--- config.mk ---
export PLATFORM = sky130hd
export DESIGN_NAME = kp_contrast_scheduler
export DESIGN_NICKNAME = d
export VERILOG_FILES = /design/src/rtl/sift_ctrl_pkg.sv /design/src/rtl/kp_result_fifo.sv /design/src/rtl/kp_contrast_scheduler.sv
export SDC_FILE = /design/constraint.sdc
export NUM_CORES = 1
export LEC_CHECK = 0
export CAP_MARGIN = 20
export CORE_MARGIN = 1.5
export CORE_UTILIZATION = 35
export CTS_CLUSTER_SIZE = 14
export DETAILED_ROUTE_END_ITERATION = 6
export GPL_ROUTABILITY_DRIVEN = 1
export PLACE_DENSITY = 0.54
export SYNTH_ARGS = -nofsm -noshare
export SYNTH_HDL_FRONTEND = slang
export SYNTH_SLANG_ARGS = --single-unit
--- constraint.sdc ---
create_clock -name iclk -period 3 [get_ports iclk]
set_clock_uncertainty 0.1 [all_clocks]
set_input_delay 0.3 -clock iclk [delete_from_list [all_inputs] [get_ports iclk]]
set_output_delay 0.3 -clock iclk [all_outputs]
set_load 0.02 [all_outputs]
--- src/rtl/sift_ctrl_pkg.sv ---
// Shared types and helpers for the SIFT keypoint control path.
package sift_ctrl_pkg;

  localparam int unsigned TAG_W_DEF = 20;
  localparam int unsigned COORD_W   = 10;

  typedef struct packed {
    logic [COORD_W-1:0] y;
    logic [COORD_W-1:0] x;
  } kp_tag_t;

  typedef enum logic [1:0] {
    ST_RUN       = 2'd0,
    ST_FLUSH     = 2'd1,
    ST_DONE      = 2'd2,
    ST_DONE_WAIT = 2'd3
  } ctrl_state_e;

  // Ceiling log2 for sizing selects and counters; clog2(1) == 0.
  function automatic int unsigned clog2(input int unsigned v);
    int unsigned r;
    r = 0;
    while ((64'd1 << r) < 64'(v)) r = r + 1;
    return r;
  endfunction

endpackage

--- src/rtl/kp_result_fifo.sv ---
// Synchronous result FIFO with occupancy count; head data is presented
// directly from storage (no write-to-read bypass).
module kp_result_fifo
  import sift_ctrl_pkg::*;
#(
  parameter int unsigned WIDTH = 23,
  parameter int unsigned DEPTH = 8
) (
  input  logic                   iclk,
  input  logic                   irst_n,
  input  logic                   push_i,
  input  logic [WIDTH-1:0]       wdata_i,
  input  logic                   pop_i,
  output logic [WIDTH-1:0]       rdata_o,
  output logic                   valid_o,
  output logic [clog2(DEPTH):0]  count_o
);

  localparam int unsigned AW = clog2(DEPTH);

  logic [WIDTH-1:0] mem_q [DEPTH];
  logic [AW-1:0]    wr_ptr_q;
  logic [AW-1:0]    rd_ptr_q;
  logic [AW:0]      count_q;
  logic             do_pop;

  assign do_pop  = pop_i && (count_q != '0);
  assign rdata_o = mem_q[rd_ptr_q];
  assign valid_o = (count_q != '0);
  assign count_o = count_q;

  always_ff @(posedge iclk or negedge irst_n) begin
    if (!irst_n) begin
      for (int i = 0; i < int'(DEPTH); i++) mem_q[i] <= '0;
      wr_ptr_q <= '0;
      rd_ptr_q <= '0;
      count_q  <= '0;
    end else begin
      if (push_i) begin
        mem_q[wr_ptr_q] <= wdata_i;
        wr_ptr_q        <= wr_ptr_q + AW'(1);
      end
      if (do_pop) rd_ptr_q <= rd_ptr_q + AW'(1);
      if (push_i && !do_pop)      count_q <= count_q + (AW+1)'(1);
      else if (!push_i && do_pop) count_q <= count_q - (AW+1)'(1);
    end
  end

  // Upstream credit accounting must make a push into a full FIFO impossible.
  assert property (@(posedge iclk) disable iff (!irst_n)
    !(push_i && !do_pop && (count_q == (AW+1)'(DEPTH))));

endmodule

--- src/rtl/kp_contrast_scheduler.sv ---
// Round-robin scheduler sharing one low-contrast datapath among NREQ scale layers,
// with tag pipe, credit-protected result FIFO and frame flush. Option: KP_CONTRAST_STATS_EN.
module kp_contrast_scheduler
  import sift_ctrl_pkg::*;
#(
  parameter int unsigned NREQ       = 4,
  parameter int unsigned TAG_W      = TAG_W_DEF,
  parameter int unsigned CALC_LAT   = 3,
  parameter int unsigned FIFO_DEPTH = 8
) (
  input  logic                    iclk,
  input  logic                    irst_n,
  input  logic [NREQ-1:0]         ireq_valid,
  output logic [NREQ-1:0]         oreq_ready,
  input  logic [NREQ*TAG_W-1:0]   ireq_tag,
  output logic                    ocalc_start,
  output logic [clog2(NREQ)-1:0]  ocalc_sel,
  output logic [TAG_W-1:0]        ocalc_tag,
  input  logic                    icalc_lowcontrast_en,
  output logic                    okp_valid,
  input  logic                    ikp_ready,
  output logic [TAG_W-1:0]        okp_tag,
  output logic [clog2(NREQ)-1:0]  okp_src,
  output logic                    okp_keep,
  input  logic                    iflush,
  output logic                    oflush_done,
  output logic                    obusy
`ifdef KP_CONTRAST_STATS_EN
  ,
  output logic [15:0]             okept_cnt,
  output logic [15:0]             orej_cnt
`endif
);

  localparam int unsigned SEL_W = clog2(NREQ);
  localparam int unsigned CNT_W = clog2(FIFO_DEPTH) + 1;
  localparam int unsigned SUM_W = CNT_W + 1;
  localparam int unsigned ENT_W = SEL_W + TAG_W + 1;

  ctrl_state_e      state_q, state_d;
  logic             run_en;
  logic             flush_done_d;
  logic             flush_done_q;
  logic             busy_q;

  logic [SEL_W-1:0] rr_q;
  logic             gnt_vld;
  logic [SEL_W-1:0] gnt_idx;
  int unsigned      cand;
  logic             credit_ok;
  logic             grant;

  logic             calc_start_q;
  logic [SEL_W-1:0] calc_sel_q;
  logic [TAG_W-1:0] calc_tag_q;

  logic             pipe_vld_q [CALC_LAT];
  logic [SEL_W-1:0] pipe_src_q [CALC_LAT];
  logic [TAG_W-1:0] pipe_tag_q [CALC_LAT];
  logic             pipe_out;

  logic [CNT_W-1:0] inflight_q, inflight_d;
  logic [CNT_W-1:0] fifo_cnt, fifo_cnt_d;
  logic             pop;
  logic [ENT_W-1:0] push_data;
  logic [ENT_W-1:0] head_data;

  // First valid requester at or after the round-robin pointer, wrapping.
  always_comb begin
    gnt_vld = 1'b0;
    gnt_idx = '0;
    cand    = 0;
    for (int unsigned k = 0; k < NREQ; k++) begin
      cand = 32'(rr_q) + k;
      if (cand >= NREQ) cand = cand - NREQ;
      if (!gnt_vld && ireq_valid[SEL_W'(cand)]) begin
        gnt_vld = 1'b1;
        gnt_idx = SEL_W'(cand);
      end
    end
  end

  // Credits cover everything issued but not yet popped downstream.
  assign credit_ok = (SUM_W'(inflight_q) + SUM_W'(fifo_cnt)) < SUM_W'(FIFO_DEPTH);
  assign grant     = gnt_vld && credit_ok && run_en;

  always_comb begin
    oreq_ready = '0;
    if (grant) oreq_ready[gnt_idx] = 1'b1;
  end

  always_ff @(posedge iclk or negedge irst_n) begin
    if (!irst_n) begin
      calc_start_q <= 1'b0;
      calc_sel_q   <= '0;
      calc_tag_q   <= '0;
      rr_q         <= '0;
    end else begin
      calc_start_q <= grant;
      if (grant) begin
        calc_sel_q <= gnt_idx;
        calc_tag_q <= ireq_tag[32'(gnt_idx)*TAG_W +: TAG_W];
        rr_q       <= (32'(gnt_idx) == NREQ - 1) ? '0 : gnt_idx + SEL_W'(1);
      end
    end
  end

  // Issue registers act as stage 0; the last stage lines up with the datapath result.
  always_ff @(posedge iclk or negedge irst_n) begin
    if (!irst_n) begin
      for (int s = 0; s < int'(CALC_LAT); s++) begin
        pipe_vld_q[s] <= 1'b0;
        pipe_src_q[s] <= '0;
        pipe_tag_q[s] <= '0;
      end
    end else begin
      pipe_vld_q[0] <= calc_start_q;
      pipe_src_q[0] <= calc_sel_q;
      pipe_tag_q[0] <= calc_tag_q;
      for (int s = 1; s < int'(CALC_LAT); s++) begin
        pipe_vld_q[s] <= pipe_vld_q[s-1];
        pipe_src_q[s] <= pipe_src_q[s-1];
        pipe_tag_q[s] <= pipe_tag_q[s-1];
      end
    end
  end

  assign pipe_out  = pipe_vld_q[CALC_LAT-1];
  assign push_data = {pipe_src_q[CALC_LAT-1], pipe_tag_q[CALC_LAT-1], ~icalc_lowcontrast_en};
  assign pop       = okp_valid && ikp_ready;

  always_comb begin
    inflight_d = inflight_q;
    fifo_cnt_d = fifo_cnt;
    if (grant && !pipe_out)      inflight_d = inflight_q + CNT_W'(1);
    else if (!grant && pipe_out) inflight_d = inflight_q - CNT_W'(1);
    if (pipe_out && !pop)        fifo_cnt_d = fifo_cnt + CNT_W'(1);
    else if (!pipe_out && pop)   fifo_cnt_d = fifo_cnt - CNT_W'(1);
  end

  always_ff @(posedge iclk or negedge irst_n) begin
    if (!irst_n) begin
      inflight_q   <= '0;
      busy_q       <= 1'b0;
      flush_done_q <= 1'b0;
    end else begin
      inflight_q   <= inflight_d;
      busy_q       <= (inflight_d != '0) || (fifo_cnt_d != '0);
      flush_done_q <= flush_done_d;
    end
  end

  kp_result_fifo #(
    .WIDTH (ENT_W),
    .DEPTH (FIFO_DEPTH)
  ) u_fifo (
    .iclk    (iclk),
    .irst_n  (irst_n),
    .push_i  (pipe_out),
    .wdata_i (push_data),
    .pop_i   (pop),
    .rdata_o (head_data),
    .valid_o (okp_valid),
    .count_o (fifo_cnt)
  );

  assign {okp_src, okp_tag, okp_keep} = head_data;

  // Flush control: state register.
  always_ff @(posedge iclk or negedge irst_n) begin
    if (!irst_n) state_q <= ST_RUN;
    else         state_q <= state_d;
  end

  // Flush control: next state.
  always_comb begin
    state_d = state_q;
    case (state_q)
      ST_RUN:       if (iflush) state_d = ST_FLUSH;
      ST_FLUSH:     if ((inflight_q == '0) && (fifo_cnt == '0)) state_d = ST_DONE;
      ST_DONE:      state_d = iflush ? ST_DONE_WAIT : ST_RUN;
      ST_DONE_WAIT: if (!iflush) state_d = ST_RUN;
      default:      state_d = ST_RUN;
    endcase
  end

  // Flush control: outputs. DONE lasts a single cycle, so entry marks the pulse.
  always_comb begin
    run_en       = (state_q == ST_RUN);
    flush_done_d = (state_d == ST_DONE);
  end

  assign ocalc_start = calc_start_q;
  assign ocalc_sel   = calc_sel_q;
  assign ocalc_tag   = calc_tag_q;
  assign oflush_done = flush_done_q;
  assign obusy       = busy_q;

`ifdef KP_CONTRAST_STATS_EN
  logic [15:0] kept_q;
  logic [15:0] rej_q;

  // Saturating per-frame pass/reject counts of FIFO pushes.
  always_ff @(posedge iclk or negedge irst_n) begin
    if (!irst_n) begin
      kept_q <= '0;
      rej_q  <= '0;
    end else if (flush_done_d) begin
      kept_q <= '0;
      rej_q  <= '0;
    end else if (pipe_out) begin
      if (!icalc_lowcontrast_en && (kept_q != 16'hFFFF)) kept_q <= kept_q + 16'd1;
      if (icalc_lowcontrast_en && (rej_q != 16'hFFFF))   rej_q  <= rej_q + 16'd1;
    end
  end

  assign okept_cnt = kept_q;
  assign orej_cnt  = rej_q;
`endif

endmodule

==> results by stage <==
Power and ir drop:
- The analysis attributes to cell leakage a power of 7.33 nW.
- The total power draw is 10.3 mW.
- For this design the ratio of total power to cell area is 652 nW/um^2.
- The worst voltage drop across the vdd grid is 416 uV.

Global route:
- The total global routing track utilization is 15.7%.
- The aggregate global routing overflow is 0.
- The first global-routing pass estimated 44,700 um of wire.
- The number of antenna violations at the first check in global routing is 1.
- The pin count of the biggest net entering global routing is 81.
- The via count of the first global-routing pass was 7,705.

Layout:
- The total inserted antenna cells is 0.
- The fraction of layout cells with a size suffix above 1 is 35.2%.
- The net count reported at finish is 1,101.
- The layout overhead on the synthesized area is 26.1%.
- The finished cells cover 15,700 um^2.

Min path:
- The class of the most critical hold timing path is input port to flop.

Drt:
- For this run, design rule violations remaining after detail routing come to 0.
- The remaining antenna violation count is 0.
- After detailed routing, the total wire length is 27,800 um.
- The number of optimization iterations in the first detailed-route pass is 6.
- The wire length per cell is 19.0 um.
- Summing over every cut layer, the via total after detailed routing is 7,289.
- The mean number of vias per cell is 4.96.
- The DRC violation total after the first TritonRoute iteration is 308.

Yosys:
- The average instance in the mapped netlist occupies 15.2 um^2.
- Synthesis inferred 296 register bits.
- The number of flops mapped to enable cells by yosys is 0.
- The synthesized netlist occupies a cell area of 12,500 um^2.
- The Yosys step of the flow raised 0 warnings.
- Sequential cells were found to cover 59.4% of the synthesized design area.
- In the synthesized netlist the async set-or-reset flop fraction comes to 100%.
- The number of nets in the synthesized netlist is 928.
- The number of distinct standard cells referenced by the synthesized netlist is 41.
- Synthesis produced 822 cells.
- The dominant synthesized flop cell is sky130_fd_sc_hd__dfrtp_1.

Timing:
- In the post-route analysis, the smallest setup slack over all paths is 0.0899 ns.
- At the pin with the least slew margin, the transition time is 0.638 ns.
- The number of slew-limit violations in the final report is 0.
- The upper clock frequency limit is 0.344 GHz.
- Measured against its own limit, the worst slew margin works out to 57.4%.
- Setup violations remaining at the end of the flow were counted as 0.
- The final hold violation count was 0.
- Dividing the final minimum period by the clock period gives 97.0%.
- Counting I/O delays and the setup requirement, the final critical path takes 2.91 ns.

Floorplanning:
- The initial core utilization is 35.9%.
- The number of standard-cell rows in the floorplan is 68.
- The core region is 34,800 um^2.
- 142 I/O pins were placed.
- The width of the die is 192 um.
- The die covers 36,800 um^2.
- The floorplan step set the die height to 192 um.

Clock network:
- The clock root buffer is sky130_fd_sc_hd__clkbuf_16.
- The TritonCTS clock tree is built.
- The total number of H-tree levels is 1.
- No sink is reached through more buffers than the 3 on the longest clock path.
- Counting every sink on the clock net gives 296.
- The clock buffer count from CTS is 31.
- The insertion delay to the later sink of the worst-skew pair is 0.54 ns.
- The clock input transition at the sequential cells of the worst setup and hold paths is 0.06 ns.

Critical path:
- In this run the critical register-to-register path is captured at obusy.
- STA classifies the critical path startpoint as a flop.
- The worst setup path is captured at a primary output.
- The data arrival time of the worst path is 2.51 ns.
- The internal reg-to-reg setup slack is 0.19 ns.
- In this run the worst path has a maximum fanout of 6.
- At the worst endpoint, the required time is 2.60 ns.
- The worst setup path endpoint is oreq_ready[0].
- The worst setup path category is flop to primary output.
- In this run the critical register-to-register path is launched from inflight_q[3].
- The number of cells on the worst reg-to-reg path is 7.
- The source of the critical timing path is inflight_q[3].

Flow run:
- Max-cap violations in this run came to 0.

Place:
- The detailed placement HPWL is 18,500 um.
- The congestion estimate from routability-driven global placement came to 0.779.
- The worst-case setup slack after placement is 0.0313 ns.
- The instance area at placement is 14,800 um^2.
- The number of I/O port buffers is 141.

Run status:
- The flow ran to the end, and the final reports show no timing, DRC or antenna violations.
==> sequential cells by signal, summed over array words and instances (netlist names), 2 cells and up <==
| signal | count |
|---|---|
| u_fifo.mem_q | 184 |
| pipe_tag_q | 60 |
| ocalc_tag | 20 |
| pipe_src_q | 6 |
| inflight_q | 4 |
| u_fifo.count_o | 4 |
| u_fifo.rd_ptr_q | 3 |
| u_fifo.wr_ptr_q | 3 |
| ocalc_sel | 2 |
| pipe_vld_q | 2 |
| rr_q | 2 |
| state_q | 2 |
==> power breakdown <==
| group | switching, mW | internal [mW] |
|---|---|---|
| sequential | 0.239 | 4.26 |
| clock | 1.49 | 2.15 |
| combinational | 1.08 | 1.05 |
| total | 2.81 | 7.45 |
==> critical path, cell delays in order (launching register included) <==
cell                              delay [ns]
sky130_fd_sc_hd__dfrtp_1                0.40
sky130_fd_sc_hd__ha_1                   0.20
sky130_fd_sc_hd__or4_1                  0.54
sky130_fd_sc_hd__a2111o_1               0.35
sky130_fd_sc_hd__inv_4                  0.10
sky130_fd_sc_hd__and2_1                 0.12
sky130_fd_sc_hd__clkdlybuf4s15_2        0.25
==> cell usage after synthesis, types with 3 or more instances <==
| cell | instances | share of area [%] |
|---|---|---|
| sky130_fd_sc_hd__dfrtp_1 | 296 | 59 |
| sky130_fd_sc_hd__xnor2_1 | 9 | 0.63 |
| sky130_fd_sc_hd__or4_1 | 3 | 0.18 |
| sky130_fd_sc_hd__o21ai_0 | 8 | 0.32 |
| sky130_fd_sc_hd__mux4_2 | 46 | 8.3 |
| sky130_fd_sc_hd__mux2i_1 | 26 | 2.1 |
| sky130_fd_sc_hd__a211oi_1 | 20 | 1.2 |
| sky130_fd_sc_hd__buf_1 | 5 | 0.15 |
| sky130_fd_sc_hd__mux2_2 | 201 | 18 |
| sky130_fd_sc_hd__ha_1 | 17 | 1.7 |
| sky130_fd_sc_hd__a21oi_1 | 5 | 0.20 |
| sky130_fd_sc_hd__nor2_1 | 30 | 0.90 |
| sky130_fd_sc_hd__nand4b_1 | 3 | 0.21 |
| sky130_fd_sc_hd__a21o_1 | 3 | 0.18 |
| sky130_fd_sc_hd__clkbuf_1 | 42 | 1.3 |
| sky130_fd_sc_hd__inv_1 | 8 | 0.24 |
| sky130_fd_sc_hd__nand2_1 | 36 | 1.1 |
| sky130_fd_sc_hd__and2_1 | 5 | 0.25 |
| sky130_fd_sc_hd__xor2_1 | 5 | 0.35 |
| sky130_fd_sc_hd__a221oi_1 | 20 | 1.4 |
| sky130_fd_sc_hd__nor3_1 | 5 | 0.20 |
| sky130_fd_sc_hd__nor4_1 | 3 | 0.15 |
==> per-layer routing <==
| layer | share of wire [%] | vias up | GRT usage [%] |
|---|---|---|---|
| met5 | 0 | - | 0 |
| met4 | 2.0 | 0 | 4.12 |
| met3 | 5.5 | 41 | 2.83 |
| met2 | 47 | 169 | 25.8 |
| met1 | 45 | 3715 | 21.3 |
| li1 | - | 3364 | - |
==> cell usage in the layout (no fill, tap or decap), drive strengths merged, types with 9 or more instances in the layout <==
cell,instances
nand2,36
dlygate4sd2,16
clkbuf,41
buf,52
mux2,202
a211oi,20
a221oi,20
inv,10
ha,17
nor2,30
mux2i,26
mux4,46
dfrtp,296
xnor2,9
clkdlybuf4s50,114
==> cell type report <==
class,instances,area [um^2]
Clock buffer,41,853
Clock inverter,11,111
Fill cell,3094,19100
Inverter,10,40.0
Multi-Input combinational cell,466,4860
Sequential cell,296,7410
Tap cell,455,569
Timing Repair Buffer,190,1890
==> through the flow <==
step | hold WS, ns | std cells | TNS, ns | utilization, %
after global placement | 0.232 | 1412 | 0 | 42.4
after floorplan | -0.0956 | 822 | 0 | -
after CTS | 0.188 | 1467 | 0 | 45.2
after global routing | 0.205 | 1469 | -0.00554 | 45.2
final | 0.211 | 1469 | 0 | 45.2
after detailed placement | 0.235 | 1412 | 0 | 42.4
==> how the worst min path moves through the flow <==
stage	from	end	slack [ns]	depth (start not counted)
after floorplan	irst_n	inflight_q[0]	-0.1	0
after global placement	pipe_tag_q[45]	pipe_tag_q[25]	0.23	0
after detailed placement	pipe_tag_q[45]	pipe_tag_q[25]	0.23	0
after CTS	ireq_tag[27]	ocalc_tag[7]	0.19	3
after global routing	ireq_tag[20]	ocalc_tag[0]	0.20	3
final	ireq_tag[27]	ocalc_tag[7]	0.21	3
==> kinds of logic after synthesis <==
logic type               Yosys count  synth area share (%)
flip-flops                       296                  59.4
XOR/XNOR                          14                 0.983
buffers and inverters             60                  1.89
adder cells (fa/ha/maj)           17                  1.70
AO/OA/AOI/OAI                     64                  3.82
multiplexers                     274                  28.6
AND/OR/NAND/NOR                   97                  3.63
==> timing repair <==
item / in CTS / in global routing
endpoints found under the setup margin: 20 / 10
hold endpoints to repair: 75 / 0
pin swaps: 1 / 0
hold buffers: 1 / 0
buffers inserted: 2 / 2
gates resized for setup: 29 / 9
No activity file was read; power rests on OpenSTA's default activity.
